$ cat src/rtl/seq_signed_divider_pkg.sv
// Shared types and helpers for the sequential signed divider.
// Optional build macro DIV_SATURATE_EN is consumed by the top module.
package div_pkg;

   typedef enum logic [1:0] {
      IDLE,
      CALC,
      FIX
   } div_state_t;

   localparam int DIV_WIDTH   = 4;
   localparam int DIV_LATENCY = DIV_WIDTH + 2;

   // Magnitude of a sign-extended operand, one bit wider so the most
   // negative value stays representable.
   function automatic logic [32:0] div_abs(input logic signed [31:0] v);
      logic signed [32:0] w;
      w = {v[31], v};
      return w[32] ? 33'(-w) : 33'(w);
   endfunction

endpackage

$ cat src/rtl/seq_signed_divider_if.sv
// Start/busy/done handshake bundle for the sequential signed divider.
// The requester uses master, the divider uses slave.
interface seq_signed_divider_if
   import div_pkg::*;
#(
   parameter int WIDTH = DIV_WIDTH
) ();

   logic                    start;
   logic signed [WIDTH-1:0] dividend;
   logic signed [WIDTH-1:0] divisor;
   logic                    busy;
   logic                    done;
   logic signed [WIDTH-1:0] quotient;
   logic signed [WIDTH-1:0] remainder;
   logic                    div_by_zero;

   modport master (
      output start, dividend, divisor,
      input  busy, done, quotient, remainder, div_by_zero
   );

   modport slave (
      input  start, dividend, divisor,
      output busy, done, quotient, remainder, div_by_zero
   );

endinterface

$ cat src/rtl/seq_signed_divider_restore_step.sv
// One combinational restoring-division iteration on magnitudes.
// Reused by the divider once per CALC cycle.
module div_restore_step #(
   parameter int WIDTH = 4
) (
   input  logic [WIDTH:0] i_rem,
   input  logic           i_bit,
   input  logic [WIDTH:0] i_dvs,
   output logic [WIDTH:0] o_rem,
   output logic           o_q
);

   logic [WIDTH+1:0] w_shift;
   logic [WIDTH+1:0] w_diff;

   assign w_shift = {i_rem, i_bit};
   assign w_diff  = w_shift - {1'b0, i_dvs};
   assign o_q     = ~w_diff[WIDTH+1];
   assign o_rem   = o_q ? w_diff[WIDTH:0] : w_shift[WIDTH:0];

endmodule

$ cat src/rtl/seq_signed_divider.sv
// Sequential signed restoring divider: IDLE -> CALC (WIDTH cycles) -> FIX.
// Define DIV_SATURATE_EN to saturate overflow and divide-by-zero quotients.
module seq_signed_divider
   import div_pkg::*;
#(
   parameter int WIDTH = DIV_WIDTH
) (
   input logic                 clk,
   input logic                 rst,
   seq_signed_divider_if.slave bus
);

   localparam int CW = (WIDTH > 2) ? $clog2(WIDTH) : 1;

   div_state_t       r_state;
   logic [CW-1:0]    r_cnt;
   logic [WIDTH-1:0] r_dq;
   logic [WIDTH:0]   r_rem;
   logic [WIDTH:0]   r_dvs;
   logic [WIDTH-1:0] r_dvd;
   logic             r_zero;
   logic             r_ovf;
   logic             r_sgn_q;
   logic             r_busy;
   logic             r_done;
   logic [WIDTH-1:0] r_quo;
   logic [WIDTH-1:0] r_rmd;
   logic             r_dbz;

   logic [WIDTH-1:0] w_dvd_abs;
   logic [WIDTH:0]   w_dvs_abs;
   logic [WIDTH-1:0] w_min;
   logic             w_ovf;
   logic [WIDTH:0]   w_rem_nxt;
   logic             w_q_bit;
   logic [WIDTH-1:0] w_q_fix;
   logic [WIDTH-1:0] w_r_fix;

   assign w_dvd_abs = WIDTH'(div_abs(32'(signed'(bus.dividend))));
   assign w_dvs_abs = (WIDTH+1)'(div_abs(32'(signed'(bus.divisor))));
   assign w_min     = {1'b1, {(WIDTH-1){1'b0}}};
   assign w_ovf     = (bus.dividend == w_min) && (bus.divisor == '1);

   // Dividend bits leave r_dq at the top while quotient bits enter below.
   div_restore_step #(
      .WIDTH (WIDTH)
   ) u_step (
      .i_rem (r_rem),
      .i_bit (r_dq[WIDTH-1]),
      .i_dvs (r_dvs),
      .o_rem (w_rem_nxt),
      .o_q   (w_q_bit)
   );

`ifdef DIV_SATURATE_EN
   logic [WIDTH-1:0] w_max;
   assign w_max = ~w_min;
`endif

   always_comb begin
      w_q_fix = r_sgn_q ? -r_dq : r_dq;
      w_r_fix = r_dvd[WIDTH-1] ? -r_rem[WIDTH-1:0] : r_rem[WIDTH-1:0];
      if (r_zero) begin
`ifdef DIV_SATURATE_EN
         w_q_fix = r_dvd[WIDTH-1] ? w_min : w_max;
`else
         w_q_fix = '1;
`endif
         w_r_fix = r_dvd;
      end else if (r_ovf) begin
`ifdef DIV_SATURATE_EN
         w_q_fix = w_max;
`else
         w_q_fix = w_min;
`endif
         w_r_fix = '0;
      end
   end

   always_ff @(posedge clk) begin
      if (rst) begin
         r_state <= IDLE;
         r_cnt   <= '0;
         r_dq    <= '0;
         r_rem   <= '0;
         r_dvs   <= '0;
         r_dvd   <= '0;
         r_zero  <= 1'b0;
         r_ovf   <= 1'b0;
         r_sgn_q <= 1'b0;
         r_busy  <= 1'b0;
         r_done  <= 1'b0;
         r_quo   <= '0;
         r_rmd   <= '0;
         r_dbz   <= 1'b0;
      end else begin
         r_done <= 1'b0;
         unique case (r_state)
            IDLE: begin
               if (bus.start) begin
                  r_dq    <= w_dvd_abs;
                  r_dvs   <= w_dvs_abs;
                  r_dvd   <= bus.dividend;
                  r_sgn_q <= bus.dividend[WIDTH-1] ^ bus.divisor[WIDTH-1];
                  r_zero  <= (bus.divisor == '0);
                  r_ovf   <= w_ovf;
                  r_rem   <= '0;
                  r_cnt   <= '0;
                  r_busy  <= 1'b1;
                  r_state <= CALC;
               end
            end
            CALC: begin
               r_rem <= w_rem_nxt;
               r_dq  <= {r_dq[WIDTH-2:0], w_q_bit};
               r_cnt <= r_cnt + CW'(1);
               if (r_cnt == CW'(WIDTH-1)) r_state <= FIX;
            end
            FIX: begin
               r_quo   <= w_q_fix;
               r_rmd   <= w_r_fix;
               r_dbz   <= r_zero;
               r_done  <= 1'b1;
               r_busy  <= 1'b0;
               r_state <= IDLE;
            end
            default: r_state <= IDLE;
         endcase
      end
   end

   assign bus.busy        = r_busy;
   assign bus.done        = r_done;
   assign bus.quotient    = r_quo;
   assign bus.remainder   = r_rmd;
   assign bus.div_by_zero = r_dbz;

endmodule
$ cat src/flat_wrapper.sv
// flat-port wrapper written by rule: the top's interface ports become plain ports
module seq_signed_divider_flat import div_pkg::*;
#(
   parameter int WIDTH = DIV_WIDTH
)
  (clk, rst, bus_start, bus_dividend, bus_divisor, bus_busy, bus_done, bus_quotient, bus_remainder, bus_div_by_zero);
  seq_signed_divider_if #(.WIDTH(WIDTH)) bus_i ();
  input logic clk;
  input logic rst;
  input wire logic [$bits(bus_i.start)-1:0] bus_start;
  input wire logic [$bits(bus_i.dividend)-1:0] bus_dividend;
  input wire logic [$bits(bus_i.divisor)-1:0] bus_divisor;
  output wire logic [$bits(bus_i.busy)-1:0] bus_busy;
  output wire logic [$bits(bus_i.done)-1:0] bus_done;
  output wire logic [$bits(bus_i.quotient)-1:0] bus_quotient;
  output wire logic [$bits(bus_i.remainder)-1:0] bus_remainder;
  output wire logic [$bits(bus_i.div_by_zero)-1:0] bus_div_by_zero;
  assign bus_i.start = bus_start;
  assign bus_i.dividend = bus_dividend;
  assign bus_i.divisor = bus_divisor;
  assign bus_busy = bus_i.busy;
  assign bus_done = bus_i.done;
  assign bus_quotient = bus_i.quotient;
  assign bus_remainder = bus_i.remainder;
  assign bus_div_by_zero = bus_i.div_by_zero;
  seq_signed_divider #(.WIDTH(WIDTH)) u_core (.clk(clk), .rst(rst), .bus(bus_i));
endmodule
$ cat config.mk
export PLATFORM = sky130hd
export DESIGN_NAME = seq_signed_divider_flat
export DESIGN_NICKNAME = d
export VERILOG_FILES = /design/src/rtl/seq_signed_divider_pkg.sv /design/src/rtl/seq_signed_divider_if.sv /design/src/rtl/seq_signed_divider_restore_step.sv /design/src/rtl/seq_signed_divider.sv /design/src/flat_wrapper.sv
export SDC_FILE = /design/constraint.sdc
export NUM_CORES = 1
export LEC_CHECK = 0
export CAP_MARGIN = 30
export CORE_MARGIN = 4
export CORE_UTILIZATION = 55
export DETAILED_ROUTE_END_ITERATION = 8
export GPL_ROUTABILITY_DRIVEN = 0
export PLACE_DENSITY = 0.87
export SYNTH_ARGS = -nofsm -noshare
export SYNTH_HDL_FRONTEND = slang
export SYNTH_HIERARCHICAL = 1
export SYNTH_SLANG_ARGS = --single-unit
$ cat constraint.sdc
create_clock -name clk -period 5.8 [get_ports clk]
set_clock_uncertainty 0.2 [all_clocks]
set_input_delay 0.87 -clock clk [delete_from_list [all_inputs] [get_ports clk]]
set_output_delay 0.87 -clock clk [all_outputs]
set_load 0.03 [all_outputs]
# Yosys cells after proc, flatten, opt, wreduce, memory -nomap -nowiden
# Index checks and enable logic that the tools add are counted.
# op_classes
bitwise_logic	2
n_eq_ne	7
n_mux	21
addsub	6
shift	0
div_mod_pow	0
multipliers	0
order_cmp	0
reduce_logical	9
# op_table
operator	n
4-bit 2-to-1 mux	8
5-bit 2-to-1 mux	3
4-bit negator	3
5-bit case mux with 2 select lines	1
4-bit == test (second input constant)	2
2-bit case mux with 2 select lines	2
4-bit case mux with 2 select lines	1
2-bit AND reduction	4
2-bit 2-to-1 mux	3
6-bit by 5-bit subtractor with 6-bit output	1
4-bit negator with 5-bit output	1
2-bit == test (second input constant)	2
4-bit logical NOT	1
2-bit nonzero test	2
2-bit by 1-bit adder with 2-bit output (second input constant)	1
2-bit by 1-bit == test with 1-bit output (second input constant)	1
2-bit logical NOT	1
1-bit 2-to-1 mux	2
2-bit by 1-bit inequality test with 1-bit output (second input constant)	1
2-bit inequality test (second input constant)	1
1-bit case mux with 2 select lines	1
1-bit logical AND	1
1-bit inverter	1
1-bit XOR	1
# word_totals
latchBits	0
n_memories	0
wordCells	59
ram_bits	0
out_inout_bits	11
register_bits	36
mem_bits_ro	0

# Logic depth before layout (Yosys ltp)
# logic_depth
depth_word	4
depth_mapped	10

# Modules after synthesis
# The synthesis kept the hierarchy.
# modules_own_cells
mod	n_inst	cells_per_inst	area_each_um2
seq_signed_divider	1	185	1609.0
div_restore_step	1	42	364.1

# Worst setup path before layout
# No wires, ideal clock.
# synth_timing
path_type	reg-to-reg
from	register u_core.r_rem[0]
to	register u_core.r_rem[1]
path_slack_ns	3.638
path_stages_with_launch	9
path_buffers	0
t_arrival_ns	1.833
period_less_slack_ns	2.162
path_cell_list	dfxtp_1 ha_1 nor2b_1 o211ai_2 nand4b_1 o311ai_4 mux2_4 a22oi_1 nor2_1
# synth_between
elab_chain_cells	3
# synth_lines
element	line_no	text
from (decl)	seq_signed_divider.sv:18	logic [WIDTH:0] r_rem;
from (signal assigned)	seq_signed_divider.sv:114	r_rem <= w_rem_nxt;
6-bit by 5-bit subtractor with 6-bit output	seq_signed_divider_restore_step.sv:17	assign w_diff = w_shift - {1'b0, i_dvs};
5-bit 2-to-1 mux *	seq_signed_divider_restore_step.sv:19	assign o_rem = o_q ? w_diff[WIDTH:0] : w_shift[WIDTH:0];
net u_core.w_rem_nxt[1]	seq_signed_divider.sv:34	logic [WIDTH:0] w_rem_nxt;
5-bit case mux with 2 select lines *	seq_signed_divider.sv:98	unique case (r_state)
# Mark *: on every way through the listed nets, which the timed path passes. The rest lies on a longest branch.
# A chain may end at the register's enable or synchronous reset.

# Worst setup path after layout
# layout_timing
from	input port bus_start
to	register u_core.r_dq[2]
# layout_between
elab_chain_cells	2
# layout_lines
element	line_no	text
from (decl)	flat_wrapper.sv:10	input wire logic [$bits(bus_i.start)-1:0] bus_start;
2-bit inequality test (no source line)	-	
2-bit AND reduction (no source line)	-	
to (signal assigned)	seq_signed_divider.sv:101	r_dq <= w_dvd_abs;
to (signal assigned)	seq_signed_divider.sv:115	r_dq <= {r_dq[WIDTH-2:0], w_q_bit};
to (decl)	seq_signed_divider.sv:17	logic [WIDTH-1:0] r_dq;
# No other way between the ends.

==> results.ini <==
[synth]
synth_simple_gate_area_share_pct = 19.5
syn_area_per_cell_um2 = 8.69
synth_top_family_by_area = compound AO/OA/AOI/OAI gates
synth_compound_gate_area_share_pct = 19.8
synth_warnings = 6
synth_edf_count = 0
synthAdderAreaFrac_pct = 7.99
yosysSeqAreaShare_pct = 36.5
synth_xor_xnor_area_share_pct = 4.44
async_flop_share_pct = 0
ys_seq_elements = 36
yosysUniqueCellTypes = 45
synthCells = 227
syn_area_um2 = 1970
syn_nets = 250
synth_ff_type = dfxtp_1
synthMuxAreaShare_pct = 4.82

[setup_path]
rr_startpoint = u_core/r_rem[2]$_SDFFE_PP0P_
r2r_end = u_core/r_rem[1]$_SDFFE_PP0P_
crit_arrival_ns = 2.74
reg2regPathDepth = 8
cp-end-kind = register
start_kind = primary input
crit_type = in2reg
critical_path_peak_fanout = 17
crit_required_ns = 5.86
r2r_setup_slack_ns = 3.42

[timing]
fin_setup_tns_ns = 0
worst_pin_slew_ns = 1.01
slew_viol_final = 0
rsz0062_at_grt = no
setup_viol = 0
fmax_mhz = 373
finalCritPeriodShare_pct = 46.2
relSlewSlack_pct = 32.7
hold_violations = 0
min_period_ns = 2.68
finalHoldWorstSlack_ns = 0.260

[detailed_routing]
routed_wl_um = 3790
first_iter_violations = 105
dr.pass1.iters = 4
num_vias = 1604
ant_nets = 0
drc = 0
wire_per_inst_um = 13.1
viasPerCell = 5.55

[global_route]
grt_overflow = 0
top_usage_layer = met2
grt_pass1_wl_um = 6260
antenna_found_initial = 0
globalRouteMet1Util_pct = 23.4
grtUsageMet3_pct = 4.93
grt_use_met2_pct = 30.0
grt_max_degree = 37
grt_pass1_vias = 1407
grt_usage_pct = 18.1

[finish]
mostFrequentLayoutCells = dfxtp_1, nor2_1, clkdlybuf4s50_1
layout_commonest_cell = dfxtp_1
area_growth_pct = 12.4
finish.net_count = 266
diodes = 0
drive_gt1_share_pct = 7.00

[power_and_ir_drop]
leakage_nw = 0.841
p_switching_mw = 0.145
combPwrFrac_pct = 22.8
seq_power_share_pct = 53.4
p_sw_share_pct = 28.8
ir_worst_vdd_mv = 0.155
intPower_mw = 0.358
power.density_nw_per_um2 = 227
clkPwrFrac_pct = 23.8

[die]
die_w_um = 67.9
ios = 22
die_h_um = 67.9
initial_core_util_pct = 58.2
fp.coreArea_um2 = 3390
die_area_um2 = 4610
row_count = 21

[clock_tree]
cts_max_level = 2
post_cts_buffers = 0
cts_resized = 0
insertion_delay_ns = 0.32
cts_hold_buf = 0
cts_buffer_depth = 2
cts_root_buf = clkbuf_4
path_clk_slew_ns = 0.10
cts_made_buffers = 5
clock-sinks = 36
tritoncts = done

[outcome]
outcome = finished, final reports clean

[hold_path]
min_to = u_core/bus.div_by_zero$_SDFFE_PP0P_
min_path_type = reg2reg
min_from = u_core/bus.div_by_zero$_SDFFE_PP0P_
holdPathStages = 2

[placed_design]
portBuffers = 21
hpwl_um = 2800

[flow_run]
maxCapViolCount = 0

-- power groups by stage --
stage / Combinational (mW) / Sequential, mW / Clock, mW
finish: 0.115 / 0.269 / 0.120
global route: 0.126 / 0.270 / 0.135
CTS: 0.115 / 0.269 / 0.123
detailed placement: 0.114 / 0.274 / 0
global placement: 0.111 / 0.274 / 0
floorplan: 0.0942 / 0.271 / 0
-- logic make-up (layout without fill, tap and decap cells) --
family,count (synthesis),count (layout)
AOI/OAI and AO/OA,53,53
xor gates and xnor gates,10,10
adders and majority gates,12,12
buffers and inverters,29,45
DFF,36,36
muxes,8,8
and+or+nand+nor,79,79
-- sequential cells by signal, indices dropped and copies added (netlist names), 2 cells and up --
| signal | cells |
|---|---|
| u_core/r_rem | 5 |
| u_core/bus.remainder | 4 |
| u_core/r_cnt | 2 |
| u_core/bus.quotient | 4 |
| u_core/r_dvd | 4 |
| u_core/r_dvs | 5 |
| u_core/r_dq | 4 |
| u_core/r_state | 2 |
-- worst max-delay path by stage --
| stage | start | cells after the start | end | slack (ns) |
|---|---|---|---|---|
| after floorplan | u_core/r_rem[0]$_SDFFE_PP0P_ | 8 | u_core/r_rem[1]$_SDFFE_PP0P_ | 3.64 |
| after global placement | bus_start | 5 | u_core/r_dq[2]$_SDFFE_PP0P_ | 2.85 |
| after detailed placement | bus_start | 5 | u_core/r_dq[2]$_SDFFE_PP0P_ | 2.83 |
| after CTS | bus_start | 5 | u_core/r_dq[2]$_SDFFE_PP0P_ | 3.16 |
| after global routing | bus_start | 5 | u_core/r_dq[1]$_SDFFE_PP0P_ | 2.97 |
| final | bus_start | 5 | u_core/r_dq[2]$_SDFFE_PP0P_ | 3.12 |
-- cells in the mapped netlist (all sizes together), types with 5 or more instances --
cell    instances  share of area (%)
a211oi          6                2.3
a21oi          17                4.5
a22oi           6                2.3
buf             8                2.9
clkbuf          5               0.95
dfxtp          36                 37
ha             11                7.0
inv            16                3.0
mux2i           5                2.5
nand2          17                3.2
nor2           30                5.8
nor2b           9                3.0
nor3            9                2.5
o21ai           5                1.3
xnor2           6                2.7
-- critical path: stages --
cell	delay, ns
clkdlybuf4s50_1	0.50
nor2b_2	0.20
nor2b_1	0.82
a222oi_1	0.21
nor2_1	0.13
-- layout make-up --
type | instances | area [um^2]
Inverter | 16 | 60.1
Timing Repair Buffer | 22 | 218
Tap cell | 46 | 57.6
Multi-Input combinational cell | 162 | 1120
Clock buffer | 6 | 41.3
Sequential cell | 36 | 721
Fill cell | 270 | 1170
Clock inverter | 1 | 5.00
-- through the flow --
| stage | util [%] | power, mW | setup WS (ns) | instances | cell area, um^2 |
|---|---|---|---|---|---|
| floorplan | - | 0.365 | 3.64 | 227 | 1970 |
| CTS | 65.4 | 0.507 | 3.16 | 289 | 2220 |
| detailed placement | 64.1 | 0.389 | 2.83 | 282 | 2170 |
| finish | 65.4 | 0.503 | 3.12 | 289 | 2220 |
| global route | 65.4 | 0.532 | 2.97 | 289 | 2220 |
| global placement | 64.1 | 0.385 | 2.85 | 282 | 2170 |
-- routing by layer --
metal  part of all wire, %  up-vias  wire, um
met5                     0        -         0
met2                    48       43      1810
li1                      -      822         -
met1                    47      737      1790
met4                  0.40        0        15
met3                   4.6        2       175
No activity file was read; power rests on OpenSTA's default activity.
